==> src/rtl/acc_drain_requant.sv <==
// Drain stage for one systolic PE row: snapshots the accumulators on capture, clears the PEs,
// then streams each column out as a rounded, optionally ReLU'd, saturated int8.
module acc_drain_requant #(
  parameter int N_COLS = 8,
  parameter int ACC_W  = 32,
  parameter int OUT_W  = 8,
  parameter int IDX_W  = $clog2(N_COLS)
) (
  input  logic                    clk,
  input  logic                    rst,
  input  logic [N_COLS*ACC_W-1:0] acc_in,
  input  logic                    capture,
  input  logic [4:0]              shift,
  input  logic                    relu_en,
  output logic                    pe_clr,
  output logic                    out_valid,
  input  logic                    out_ready,
  output logic [OUT_W-1:0]        out_data,
  output logic [IDX_W-1:0]        out_idx,
  output logic                    out_last,
  output logic                    busy,
  output logic                    overrun
);

  typedef enum logic {StIdle, StDrain} state_e;

  localparam logic [IDX_W-1:0] LastIdx = IDX_W'(N_COLS - 1);
  localparam logic signed [ACC_W:0] SatHi = {{(ACC_W-OUT_W+2){1'b0}}, {(OUT_W-1){1'b1}}};
  localparam logic signed [ACC_W:0] SatLo = ~SatHi;
  localparam logic [OUT_W-1:0] OutMax = {1'b0, {(OUT_W-1){1'b1}}};
  localparam logic [OUT_W-1:0] OutMin = {1'b1, {(OUT_W-1){1'b0}}};

  state_e                    state_q, state_d;
  logic [N_COLS*ACC_W-1:0]   shadow_q, shadow_d;
  logic [4:0]                shift_q, shift_d;
  logic                      relu_q, relu_d;
  logic [IDX_W-1:0]          idx_q, idx_d;
  logic                      pe_clr_q, pe_clr_d;
  logic                      overrun_q, overrun_d;

  logic                      xfer, last_xfer, accept;
  logic signed [ACC_W-1:0]   sel_acc;
  logic signed [ACC_W:0]     acc_ext, rnd, rounded, shifted;
  logic [OUT_W-1:0]          rq_val;

  // State register
  always_ff @(posedge clk) begin
    if (rst) state_q <= StIdle;
    else     state_q <= state_d;
  end

  // A capture is only taken when idle or on the final beat's handshake.
  always_comb begin
    xfer      = out_valid && out_ready;
    last_xfer = xfer && out_last;
    accept    = capture && ((state_q == StIdle) || last_xfer);
    state_d   = state_q;
    unique case (state_q)
      StIdle:  if (capture) state_d = StDrain;
      StDrain: if (last_xfer) state_d = capture ? StDrain : StIdle;
      default: state_d = StIdle;
    endcase
  end

  always_comb begin
    shadow_d  = shadow_q;
    shift_d   = shift_q;
    relu_d    = relu_q;
    idx_d     = idx_q;
    pe_clr_d  = accept;
    overrun_d = overrun_q || (capture && !accept);
    if (accept) begin
      shadow_d = acc_in;
      shift_d  = shift;
      relu_d   = relu_en;
      idx_d    = '0;
    end else if (xfer) begin
      idx_d = last_xfer ? '0 : idx_q + 1'b1;
    end
  end

  always_ff @(posedge clk) begin
    if (rst) begin
      shadow_q  <= '0;
      shift_q   <= '0;
      relu_q    <= 1'b0;
      idx_q     <= '0;
      pe_clr_q  <= 1'b0;
      overrun_q <= 1'b0;
    end else begin
      shadow_q  <= shadow_d;
      shift_q   <= shift_d;
      relu_q    <= relu_d;
      idx_q     <= idx_d;
      pe_clr_q  <= pe_clr_d;
      overrun_q <= overrun_d;
    end
  end

  // One extra bit of headroom so the half-LSB rounding add cannot wrap.
  always_comb begin
    sel_acc = shadow_q[int'(idx_q)*ACC_W +: ACC_W];
    acc_ext = {sel_acc[ACC_W-1], sel_acc};
    rnd     = '0;
    if (shift_q != 5'd0) rnd = (ACC_W+1)'(1) << (shift_q - 5'd1);
    rounded = acc_ext + rnd;
    shifted = rounded >>> shift_q;
    if (relu_q && shifted < 0) rq_val = '0;
    else if (shifted > SatHi)  rq_val = OutMax;
    else if (shifted < SatLo)  rq_val = OutMin;
    else                       rq_val = shifted[OUT_W-1:0];
  end

  always_comb begin
    busy      = (state_q == StDrain);
    out_valid = busy;
    out_idx   = idx_q;
    out_last  = busy && (idx_q == LastIdx);
    out_data  = busy ? rq_val : '0;
    pe_clr    = pe_clr_q;
    overrun   = overrun_q;
  end

endmodule

==> config.mk <==
export PLATFORM = sky130hd
export DESIGN_NAME = acc_drain_requant
export DESIGN_NICKNAME = d
export VERILOG_FILES = /design/src/rtl/acc_drain_requant.sv
export SDC_FILE = /design/constraint.sdc
export NUM_CORES = 1
export LEC_CHECK = 0
export BUFFER_PORTS_ARGS = -buffer_cell sky130_fd_sc_hd__buf_2
export CORE_MARGIN = 2
export CORE_UTILIZATION = 45
export CTS_BUF_LIST = sky130_fd_sc_hd__clkbuf_2 sky130_fd_sc_hd__clkbuf_4 sky130_fd_sc_hd__clkbuf_8
export DETAILED_ROUTE_END_ITERATION = 10
export PLACE_DENSITY = 0.67
export SYNTH_ARGS = -nofsm -noshare
export SYNTH_HDL_FRONTEND = slang
export SYNTH_SLANG_ARGS = --single-unit
==> constraint.sdc <==
create_clock -name clk -period 10.42 [get_ports clk]
set_input_delay 1.042 -clock clk [delete_from_list [all_inputs] [get_ports clk]]
set_output_delay 1.042 -clock clk [all_outputs]
set_load 0.02 [all_outputs]
Word-level counts from Yosys, hierarchy flattened
Cells that the tools add are included.
{"block": "totals", "ff_bits": 268, "inputBits": 266, "output_inout_bits": 16}
{"block": "classes", "n_addsub": 3, "magnitude_cmp": 3, "n_eq_ne": 1, "shift": 3, "n_mux": 9, "bitwise_logic": 1, "n_reduce_logical": 11}
{"cell": "256-bit by 9-bit indexed part select with 32-bit output", "n": 1}
{"cell": "32-bit by 33-bit adder with 33-bit output", "n": 1}
{"cell": "33-bit by 8-bit > comparator with 1-bit output (second input constant)", "n": 1}
{"cell": "33-bit by 1-bit less-than comparator with 1-bit output (second input constant)", "n": 1}
{"cell": "33-bit by 8-bit less-than comparator with 1-bit output (second input constant)", "n": 1}
{"cell": "33-bit two-way mux", "n": 1}
{"cell": "1-bit by 5-bit left shift with 33-bit output (first input constant)", "n": 1}
{"cell": "33-bit by 5-bit >>> shifter with 33-bit output", "n": 1}
{"cell": "8-bit two-way mux", "n": 4}
{"cell": "1-bit logical AND", "n": 6}
{"cell": "5-bit nonzero test", "n": 1}
{"cell": "5-bit by 1-bit subtractor with 5-bit output (second input constant)", "n": 1}
{"cell": "3-bit by 1-bit adder with 3-bit output (second input constant)", "n": 1}
{"cell": "3-bit equality test (second input constant)", "n": 1}
{"cell": "3-bit two-way mux", "n": 1}
{"cell": "1-bit logical OR", "n": 2}
{"cell": "1-bit two-way mux", "n": 2}
{"cell": "1-bit case mux with 2 select lines", "n": 1}
{"cell": "2-bit OR reduction", "n": 1}
{"cell": "1-bit zero test", "n": 1}
{"cell": "1-bit NOT", "n": 1}

Logic depth before layout (Yosys ltp)
{"block": "depth", "depth_word": 10, "ltp_mapped": 23, "ltp_nobuf": 19}

Worst setup path after synthesis
OpenSTA, ideal clock, no wires.
{"block": "synth_path", "kind": "reg-to-output", "from": "register idx_q[0] (netlist: out_idx[0])", "to": "output port out_data[0]", "t_arrival_ps": 5846, "slack_ps": 3532, "path_stages_with_launch": 19, "n_path_buf": 2, "path_cell_list": "dfxtp_1 buf_1 buf_1 mux4_2 mux2_2 ha_1 a211o_1 a21o_1 a221o_1 a221oi_4 xnor2_1 a221o_1 a211o_1 o221ai_2 a32o_2 nand2_1 nor4_2 a41oi_2 o21ai_1"}
{"block": "synth_between", "elab_chain_len": 8}
{"element": "from (decl)", "line": "37", "rtl": "logic [IDX_W-1:0] idx_q, idx_d;"}
{"element": "from (signal assigned)", "line": "94", "rtl": "idx_q <= idx_d;"}
{"element": "256-bit by 9-bit indexed part select with 32-bit output *", "line": "102", "rtl": "sel_acc = shadow_q[int'(idx_q)*ACC_W +: ACC_W];"}
{"element": "32-bit by 33-bit adder with 33-bit output *", "line": "106", "rtl": "rounded = acc_ext + rnd;"}
{"element": "33-bit by 5-bit >>> shifter with 33-bit output *", "line": "107", "rtl": "shifted = rounded >>> shift_q;"}
{"element": "33-bit by 8-bit less-than comparator with 1-bit output", "line": "110", "rtl": "else if (shifted < SatLo) rq_val = OutMin;"}
{"element": "8-bit two-way mux", "line": "110"}
{"element": "8-bit two-way mux", "line": "109", "rtl": "else if (shifted > SatHi) rq_val = OutMax;"}
{"element": "8-bit two-way mux *", "line": "108", "rtl": "if (relu_q && shifted < 0) rq_val = '0;"}
{"element": "8-bit two-way mux *", "line": "119", "rtl": "out_data = busy ? rq_val : '0;"}
{"element": "to (decl)", "line": "18", "rtl": "output logic [OUT_W-1:0] out_data,"}
Mark *: on every way between the ends. The rest lies on a longest branch, timed or not.

Worst setup path after layout
{"block": "layout_path", "from": "register shift_q[1]", "to": "output port out_data[6]"}
{"block": "layout_between", "elab_chain_len": 10}
{"element": "from (decl)", "line": "35", "rtl": "logic [4:0] shift_q, shift_d;"}
{"element": "from (signal assigned)", "line": "92", "rtl": "shift_q <= shift_d;"}
{"element": "5-bit by 1-bit subtractor with 5-bit output", "line": "105", "rtl": "if (shift_q != 5'd0) rnd = (ACC_W+1)'(1) << (shift_q - 5'd1);"}
{"element": "1-bit by 5-bit left shift with 33-bit output", "line": "105"}
{"element": "33-bit two-way mux", "line": "105"}
{"element": "32-bit by 33-bit adder with 33-bit output", "line": "106"}
{"element": "33-bit by 5-bit >>> shifter with 33-bit output *", "line": "107"}
{"element": "33-bit by 8-bit less-than comparator with 1-bit output", "line": "110"}
{"element": "8-bit two-way mux", "line": "110"}
{"element": "8-bit two-way mux", "line": "109"}
{"element": "8-bit two-way mux *", "line": "108"}
{"element": "8-bit two-way mux *", "line": "119"}
Marked as above.

==> impl_metrics.json <==
{
  "initial_utilization_pct": 45.7,
  "drt-initial-drc-count": 1431,
  "maxSlewHeadroom_pct": 23.5,
  "ys_async_sr_fraction_pct": 0,
  "setup_viol": 0,
  "ys_warn_count": 0,
  "arrival_ns": 7.36,
  "ctsHoldBuffers": 0,
  "fmax_mhz": 119,
  "clock_sinks": 268,
  "end_kind": "output port",
  "grtUsageMet1_pct": 41.3,
  "tightest_slew_ns": 1.15,
  "port_buffers": 281,
  "grt_pass1_vias": 13700,
  "gp_congestion": 0.966,
  "dp_hpwl_mm": 39.4,
  "via_per_inst": 6.26,
  "fin_worst_skew_ns": 0.0198,
  "htree_levels": 2,
  "first_pass_iters": 5,
  "drt_wl_total_mm": 53.2,
  "row_count": 66,
  "synth_fp_nets": 1824,
  "wire_per_inst_um": 23.9,
  "switchingPower_uw": 734,
  "yosys.area.top_type": "dfxtp_1",
  "path_clk_slew_ns": 0.05,
  "leakagePower_nw": 7.26,
  "postCtsSetupBuffers": 0,
  "power.clock.fraction_pct": 38.5,
  "dp_slack_ns": 2.84,
  "fin_util_pct": 54.0,
  "cts_resized": 0,
  "status": "finished clean",
  "grt_pass1_wl_mm": 81.2,
  "layout_setup_ws_ns": 2.02,
  "die_h_um": 186,
  "insertion_delay_ns": 0.56,
  "avgSynthCellArea_um2": 9.77,
  "grt_use_met3_pct": 6.61,
  "start_kind": "register",
  "route.detailed.drc": 0,
  "timing.hold.worst.class": "reg -> reg",
  "powerDensity_mw_per_mm2": 149,
  "p_comb_share_pct": 18.2,
  "die-area_mm2": 0.0345,
  "syn-cell-area_mm2": 0.0149,
  "criticalPathCategory": "reg -> out",
  "fin_crit_ns": 8.40,
  "netlist_top_cells_count": "dfxtp_1, a22o_1, nor2_1",
  "yosys.cell_types.count": 83,
  "post-route-period-util_pct": 80.6,
  "area_delta_synth_final_pct": 18.0,
  "ios": 282,
  "fillCellCount": 3069,
  "ant_nets": 0,
  "synth_top_flop_cell": "dfxtp_1",
  "pwr-share-seq_pct": 43.3,
  "grt_usage_pct": 30.8,
  "met2_usage_pct": 48.9,
  "overflow": 0,
  "p_int_mw": 1.88,
  "vias": 13900,
  "required_ns": 9.38,
  "cts_root_buf": "clkbuf_8",
  "cts_tree": "yes",
  "cts_max_path_buffers": 3,
  "yosysSeqAreaShare_pct": 36.1,
  "layout.nets": 2041,
  "ys_seq_elements": 268,
  "grt_max_degree": 224,
  "maxCapViolations": 0,
  "synth.area.top_cells": "dfxtp_1, a22o_1, mux4_2",
  "fin_setup_tns_ns": 0,
  "yosysTopAreaCellShare_pct": 36.1,
  "coreArea_mm2": 0.0325,
  "rsz0062_at_grt": "no",
  "grt_antenna_before_repair": 14,
  "busiest_layer": "met2",
  "finalMaxSlewViolations": 0,
  "synth_edf_count": 0,
  "synth.most_common_cell": "dfxtp_1",
  "hold_viol": 0,
  "die_w_um": 186,
  "syn_inst": 1523,
  "cp_max_fo": 35,
  "drive_above_1_share_pct": 28.8,
  "switching_share_pct": 28.1,
  "ir_drop_mv": 0.106,
  "numCtsBuffers": 45
}
==> power groups by stage <==
stage          registers (mW)  logic, mW  clock network [mW]
6_report                 1.13      0.474                1.01
5_1_grt                  1.14      0.510                1.08
4_1_cts                  1.13      0.466                1.03
3_5_place_dp             1.15      0.464                   0
3_3_place_gp             1.15      0.465                   0
2_1_floorplan            1.13      0.309                   0
==> layout make-up <==
cell class,count,area [um^2],share of cell area [%]
Multi-Input combinational cell,1107,8960,51.1
Sequential cell,268,5370,30.6
Timing Repair Buffer,299,1580,8.99
Clock buffer,72,916,5.22
Tap cell,442,553,3.15
Clock inverter,6,72.6,0.413
Inverter,19,71.3,0.406
Antenna cell,11,27.5,0.157
==> placed cells by master, fill, tap and decap left out, types with 7 or more instances in the layout <==
cell type,synthesis,routed
mux4_2,73,73
nand4_1,17,17
a21oi_1,65,64
buf_2,4,281
nand3_1,27,27
and2_1,14,14
a2bb2oi_1,7,7
mux2i_1,21,21
dfxtp_1,268,266
ha_1,34,34
nand2_1,111,111
a22o_1,259,259
inv_1,16,16
o21ai_0,57,57
clkbuf_8,0,60
xnor2_1,20,20
nand2b_1,9,9
buf_4,1,15
nor2_1,114,113
diode_2,0,11
a211o_1,12,12
o21ai_1,14,14
o221ai_1,13,13
xor2_1,7,7
a21o_1,13,13
a211oi_1,14,14
clkbuf_4,0,12
a31oi_1,9,9
nor3_1,19,19
mux2_2,34,34
o211ai_1,20,20
==> cell families after synthesis <==
group	after synthesis	synth area share [%]
other	1	0.0252
AOI/OAI and AO/OA	568	29.8
muxes	128	15.0
and+or+nand+nor	348	10.7
buffers and inverters	148	3.79
adders and majority gates	35	2.99
xor gates and xnor gates	27	1.59
DFF	268	36.1
==> registers in the layout (all words and copies together) (netlist names) <==
register  count
busy          1
out_idx       3
overrun       1
pe_clr        1
relu_q        1
shadow_q    256
shift_q       5
==> per-stage QoR <==
stage	cell area, um^2	std cells	hold slack [ns]	power, mW
global placement	16500	2135	0.455	1.61
global route	17500	2219	0.484	2.72
floorplan	14900	1523	0.444	1.44
finish	17600	2224	0.472	2.61
detailed placement	16500	2135	0.458	1.61
CTS	17500	2213	0.475	2.62
==> worst paths after layout <==
path                            slack [ns]  cells after the start          start            end
worst max-delay path                  2.02                     19     shift_q[1]    out_data[6]
worst min-delay path                  0.47                      1  shadow_q[190]  shadow_q[190]
worst max register to register        6.67                      8     out_idx[0]  shadow_q[254]
worst min register to register        0.47                      1  shadow_q[190]  shadow_q[190]
==> critical path: stages, from the launching register on <==
cell	delay, ns
dfxtp_1	0.30
buf_4	0.35
inv_1	0.39
nor2_1	0.77
nand2_1	0.30
fa_1	0.50
nand2b_1	0.19
a21oi_1	0.40
o21ai_1	0.26
o21ai_0	0.53
nor2_1	0.14
nor4_1	0.56
o221ai_1	0.34
a31oi_1	0.25
nand3_1	0.11
a2111oi_0	0.60
and2_1	0.22
a41o_1	0.27
o21ai_1	0.10
buf_2	0.17
==> routing by layer <==
layer | wire [um] | up-vias
met3 | 4690 | 103
met4 | 1600 | 6
met1 | 22300 | 6745
li1 | - | 6417
met2 | 24600 | 645
met5 | 34 | -
No activity file was read; power rests on OpenSTA's default activity.
